--- src/rtl/fft_frame_ctrl.sv ---
// Frame controller around a streaming FFT core: gathers N samples per frame (zero-padding on
// underrun), re-registers the bit-reversed FFT output with natural-order bin tags, and watches for stalls.
module fft_frame_ctrl #(
  parameter int WIDTH = 16,
  parameter int N     = 128,
  parameter int TMO   = 255,
  localparam int LOGN = $clog2(N)
) (
  input  logic             clock,
  input  logic             reset,
  input  logic             enable,
  input  logic             err_clr,
  input  logic             s_valid,
  input  logic [WIDTH-1:0] s_re,
  input  logic [WIDTH-1:0] s_im,
  output logic             s_ready,
  output logic             fft_di_en,
  output logic [WIDTH-1:0] fft_di_re,
  output logic [WIDTH-1:0] fft_di_im,
  input  logic             fft_do_en,
  input  logic [WIDTH-1:0] fft_do_re,
  input  logic [WIDTH-1:0] fft_do_im,
  output logic             m_valid,
  output logic [WIDTH-1:0] m_re,
  output logic [WIDTH-1:0] m_im,
  output logic             m_sof,
  output logic             m_eof,
  output logic [LOGN-1:0]  m_bin,
  output logic [2:0]       in_flight,
  output logic             busy,
  output logic             err_underrun,
  output logic             err_timeout
);

  localparam int WDW = $clog2(TMO + 1);
  localparam logic [LOGN-1:0] LAST     = LOGN'(N - 1);
  localparam logic [WDW-1:0]  WD_LIMIT = WDW'(TMO);

  typedef enum logic [1:0] {
    IDLE,
    FEED,
    PAD
  } state_t;

  state_t          state;
  logic [LOGN-1:0] icnt;
  logic [LOGN-1:0] ocnt;
  logic [WDW-1:0]  wd_cnt;

  logic issue_last;
  logic underrun_set;
  logic wd_clear;
  logic timeout_set;

  function automatic logic [LOGN-1:0] bit_rev(input logic [LOGN-1:0] v);
    logic [LOGN-1:0] r;
    r = '0;
    for (int i = 0; i < LOGN; i++) r[i] = v[LOGN-1-i];
    return r;
  endfunction

  // NOTE: every signal written in always_comb gets a default first so no latch is inferred.
  always_comb begin
    s_ready = 1'b0;
    unique case (state)
      IDLE:    s_ready = enable;
      FEED:    s_ready = 1'b1;
      default: s_ready = 1'b0;
    endcase
  end

  // In FEED and PAD a sample goes out every cycle, so icnt==N-1 marks the frame's last issue.
  assign issue_last   = (state != IDLE) && (icnt == LAST);
  assign underrun_set = (state == FEED) && !s_valid;
  assign busy         = (state != IDLE);

  // NOTE: sequential state uses non-blocking assignments so all registers update from pre-edge values.
  always_ff @(posedge clock or posedge reset) begin
    if (reset) begin
      state     <= IDLE;
      icnt      <= '0;
      fft_di_en <= 1'b0;
      fft_di_re <= '0;
      fft_di_im <= '0;
    end else begin
      fft_di_en <= 1'b0;
      fft_di_re <= '0;
      fft_di_im <= '0;
      unique case (state)
        IDLE: begin
          if (s_valid && enable) begin
            fft_di_en <= 1'b1;
            fft_di_re <= s_re;
            fft_di_im <= s_im;
            icnt      <= LOGN'(1);
            state     <= FEED;
          end
        end
        FEED: begin
          fft_di_en <= 1'b1;
          icnt      <= icnt + LOGN'(1);
          if (s_valid) begin
            fft_di_re <= s_re;
            fft_di_im <= s_im;
          end
          if (icnt == LAST)  state <= IDLE;
          else if (!s_valid) state <= PAD;
        end
        PAD: begin
          fft_di_en <= 1'b1;
          icnt      <= icnt + LOGN'(1);
          if (icnt == LAST) state <= IDLE;
        end
        default: state <= IDLE;
      endcase
    end
  end

  always_ff @(posedge clock or posedge reset) begin
    if (reset) begin
      ocnt    <= '0;
      m_valid <= 1'b0;
      m_re    <= '0;
      m_im    <= '0;
      m_sof   <= 1'b0;
      m_eof   <= 1'b0;
      m_bin   <= '0;
    end else begin
      m_valid <= fft_do_en;
      m_re    <= fft_do_en ? fft_do_re : '0;
      m_im    <= fft_do_en ? fft_do_im : '0;
      m_sof   <= fft_do_en && (ocnt == '0);
      m_eof   <= fft_do_en && (ocnt == LAST);
      m_bin   <= fft_do_en ? bit_rev(ocnt) : '0;
      if (fft_do_en) ocnt <= ocnt + LOGN'(1);
    end
  end

  always_ff @(posedge clock or posedge reset) begin
    if (reset) begin
      in_flight <= '0;
    end else begin
      unique case ({issue_last, m_eof})
        2'b10:   if (in_flight != 3'd7) in_flight <= in_flight + 3'd1;
        2'b01:   if (in_flight != 3'd0) in_flight <= in_flight - 3'd1;
        default: in_flight <= in_flight;
      endcase
    end
  end

  // The flag is set only on the step that reaches the limit, so err_clr sticks while the counter holds.
  assign wd_clear    = fft_do_en || (in_flight == 3'd0);
  assign timeout_set = !wd_clear && (wd_cnt == WD_LIMIT - WDW'(1));

  always_ff @(posedge clock or posedge reset) begin
    if (reset) begin
      wd_cnt       <= '0;
      err_underrun <= 1'b0;
      err_timeout  <= 1'b0;
    end else begin
      if (wd_clear)                wd_cnt <= '0;
      else if (wd_cnt != WD_LIMIT) wd_cnt <= wd_cnt + WDW'(1);

      if (underrun_set) err_underrun <= 1'b1;
      else if (err_clr) err_underrun <= 1'b0;

      if (timeout_set)  err_timeout <= 1'b1;
      else if (err_clr) err_timeout <= 1'b0;
    end
  end

endmodule

--- config.mk ---
export PLATFORM = sky130hd
export DESIGN_NAME = fft_frame_ctrl
export DESIGN_NICKNAME = d
export VERILOG_FILES = /design/src/rtl/fft_frame_ctrl.sv
export SDC_FILE = /design/constraint.sdc
export NUM_CORES = 1
export LEC_CHECK = 0
export ABC_CLOCK_PERIOD_IN_PS = 4000
export BUFFER_PORTS_ARGS = -buffer_cell sky130_fd_sc_hd__buf_4
export CAP_MARGIN = 20
export CORE_MARGIN = 3
export CORE_UTILIZATION = 50
export CTS_BUF_LIST = sky130_fd_sc_hd__clkbuf_4 sky130_fd_sc_hd__clkbuf_8
export CTS_CLUSTER_DIAMETER = 40
export CTS_CLUSTER_SIZE = 24
export DETAILED_ROUTE_END_ITERATION = 8
export PLACE_DENSITY = 0.8
export SLEW_MARGIN = 20
export SYNTH_ARGS = -nofsm -noshare
export SYNTH_HDL_FRONTEND = slang
export SYNTH_SLANG_ARGS = --single-unit
export TNS_END_PERCENT = 100
--- constraint.sdc ---
create_clock -name clock -period 4 [get_ports clock]
set_clock_uncertainty 0.15 [all_clocks]
set_input_delay 0.4 -clock clock [delete_from_list [all_inputs] [get_ports clock]]
set_output_delay 0.4 -clock clock [all_outputs]
set_load 0.03 [all_outputs]
==> impl_metrics.tcl <==
set metrics [dict create \
    critPathMaxFanout 33 \
    die_x_um 94.9 \
    vias_per_cell 5.02 \
    tritoncts "built" \
    status "finished clean" \
    cp_slowest_cell "nand2_1" \
    max_freq_ghz 0.358 \
    initial_utilization_pct 53.1 \
    finalSetupViolCount 0 \
    cts_buffers 9 \
    synth_cell_types 42 \
    place.gp.congestion 0.822 \
    wl_per_cell_um 15.5 \
    cts_post_setup_buffers_inserted 0 \
    min_path_type "in -> async" \
    fin_nets 550 \
    dp_hpwl_mm 6.48 \
    required_ps 3450 \
    coreArea_um2 7450 \
    drtIter0Drc 86 \
    rsz0062_at_grt "no" \
    arrival_ps 2250 \
    critPathKind "reg -> out" \
    ioPinCount 152 \
    ys_ff_latch 104 \
    finalCriticalPeriod_ps 2800 \
    clockBufferDepth 2 \
    htree_levels 3 \
    p_leak_nw 2.84 \
    root_buffer "clkbuf_8" \
    ir_worst_vdd_v 0.000306 \
    area.growth.synth_to_final_pct 35.5 \
    drc 0 \
    p_per_area_nw_per_um2 546 \
    postLayoutCoreUtil_pct 71.9 \
    path_clk_slew_ps 100 \
    antenna_cells 0 \
    yosysWarnings 0 \
    rows 31 \
    layout_worst_path_cycle_share_pct 69.9 \
    antenna_found_initial 0 \
    end_kind "output pin" \
    worst-slew-pin-transition_ps 929 \
    die_area_um2 9010 \
    synth_edf_count 0 \
    drtPass1Iterations 4 \
    finalHoldViolCount 0 \
    avgSynthCellArea_um2 12.2 \
    clkSinkCount 104 \
    netlist_instances 323 \
    cp-start-kind "flip-flop" \
    synth_ff_type "dfrtp_1" \
    grt_pass1_vias 2991 \
    vias 2884 \
    seq_area_frac_synth_pct 65.8 \
    syn_area_um2 3950 \
    slew_headroom_pct 38.1 \
    slew_viol_final 0 \
    ant_nets 0 \
    syn_nets 403 \
    drive_gt1_share_pct 36.6 \
    die_h_um 94.9 \
    slowest_delay_ps 640 \
    cts_hold_buf 0 \
    cp_common_cell "nand2_1" \
    io_buffers 151 \
    track_usage_pct 20.3 \
    wirelength_mm 8.89 \
    grt-ovfl-total 0 \
    ctsResizeCount 0 \
    async_flop_share_pct 100 \
    maxCapViolations 0 \
    grt_pass1_wl_mm 14.2 \
    clkLatencyLatePin_ps 360 \
    grt_max_degree 80 \
    finalSetupTns_ps 0 \
    crit_chain "inv_1 > ha_1 > nand2_1 > nand2_1 > buf_4" \
]
kinds of logic (layout without fill, tap and decap cells):
logic type,after synthesis,after routing,synth area share [%]
xor gates and xnor gates,11,11,2.44
adders and majority gates,10,10,3.35
buffers and inverters,30,182,3.26
muxes,2,2,0.538
DFF,104,104,65.8
AOI/OAI and AO/OA,29,29,5.03
and+or+nand+nor,137,137,19.6
registers in the layout (all words and copies together) (netlist names):
signal	count
err_timeout	1
err_underrun	1
fft_di_en	1
fft_di_im	16
fft_di_re	16
icnt	7
in_flight	3
m_bin	7
m_eof	1
m_im	16
m_re	16
m_sof	1
m_valid	1
ocnt	7
state	2
wd_cnt	8
worst max-delay path, delay by kind of cell, from the launching register on:
family                     cells  cell delay (ps)
DFF                            1              430
and+or+nand+nor                2              730
adders and majority gates      1              330
buffers and inverters          2              400
metrics by stage:
step / setup slack (ps) / area, µm² / instances / hold WS (ps) / total power, mW
after global routing: 1040 / 5360 / 574 / 75.5 / 3.08
after detailed placement: 1630 / 5140 / 558 / 322 / 2.27
after global placement: 1730 / 5140 / 558 / 330 / 2.23
after floorplan: 718 / 3950 / 323 / 281 / 1.93
after CTS: 1230 / 5360 / 574 / 72.5 / 2.94
final: 1200 / 5360 / 574 / 83.5 / 2.92
cell usage after synthesis, drive strengths merged (2+ instances only):
cell / number / area (µm²)
a21oi: 2 / 10.0
a31oi: 3 / 18.8
and2: 41 / 257
and3: 34 / 213
buf: 3 / 27.5
clkbuf: 13 / 48.8
dfrtp: 104 / 2600
ha: 9 / 113
inv: 14 / 52.6
nand2: 14 / 52.6
nand3: 12 / 60.1
nand4: 3 / 18.8
nor2: 17 / 63.8
nor3: 4 / 20.0
nor4: 3 / 18.8
o21ai: 10 / 50.1
o22ai: 2 / 12.5
o31ai: 2 / 15.0
or2: 3 / 18.8
or4b: 2 / 20.0
xnor2: 5 / 43.8
xor2: 6 / 52.6
per-layer routing:
metal / global-route usage (%) / share of wire [%] / vias up / wire [µm]
met5: 0 / 0 / - / 0
met4: 6.49 / 1.0 / 0 / 90
met3: 6.06 / 7.6 / 9 / 673
met2: 34.6 / 52 / 93 / 4630
met1: 24.9 / 39 / 1409 / 3500
li1: - / - / 1373 / -
layout make-up:
| type | count | area, µm² |
|---|---|---|
| multi-input combinational | 189 | 1220 |
| inverter | 14 | 55.1 |
| timing repair buffer | 152 | 1140 |
| tap | 99 | 124 |
| fill | 526 | 2090 |
| clock inverter | 6 | 73.8 |
| clock buffer | 10 | 138 |
| sequential | 104 | 2600 |
layout by cell type (no fill, tap or decap), types with 4 or more instances in the layout:
cell type	count
and2_1	41
xnor2_1	5
nor2_1	17
nand3_1	12
o21ai_0	10
nor3_1	4
and3_1	34
xor2_1	6
buf_4	152
nand2_1	14
dfrtp_1	104
inv_1	13
ha_1	9
clkbuf_8	10
worst paths after layout:
path / from / endpoint / cells past startpoint / slack, ps
min in group clock: err_clr / err_timeout / 2 / 90
max in group asynchronous: reset / m_eof / 3 / 2710
worst min-delay path: reset / m_re[3] / 2 / 80
worst min register to register: ocnt[2] / ocnt[2] / 1 / 360
worst max-delay path: state[0] / s_ready / 5 / 1200
worst max register to register: icnt[0] / in_flight[2] / 7 / 1850
where the power goes:
| part | internal [mW] | total (mW) | switching [mW] |
|---|---|---|---|
| sequential | 1.21 | 1.31 | 0.0982 |
| clock | 0.316 | 0.680 | 0.365 |
| combinational | 0.362 | 0.931 | 0.569 |
| total | 1.89 | 2.92 | 1.03 |
Note: power is estimated with default switching activity, not from simulation.
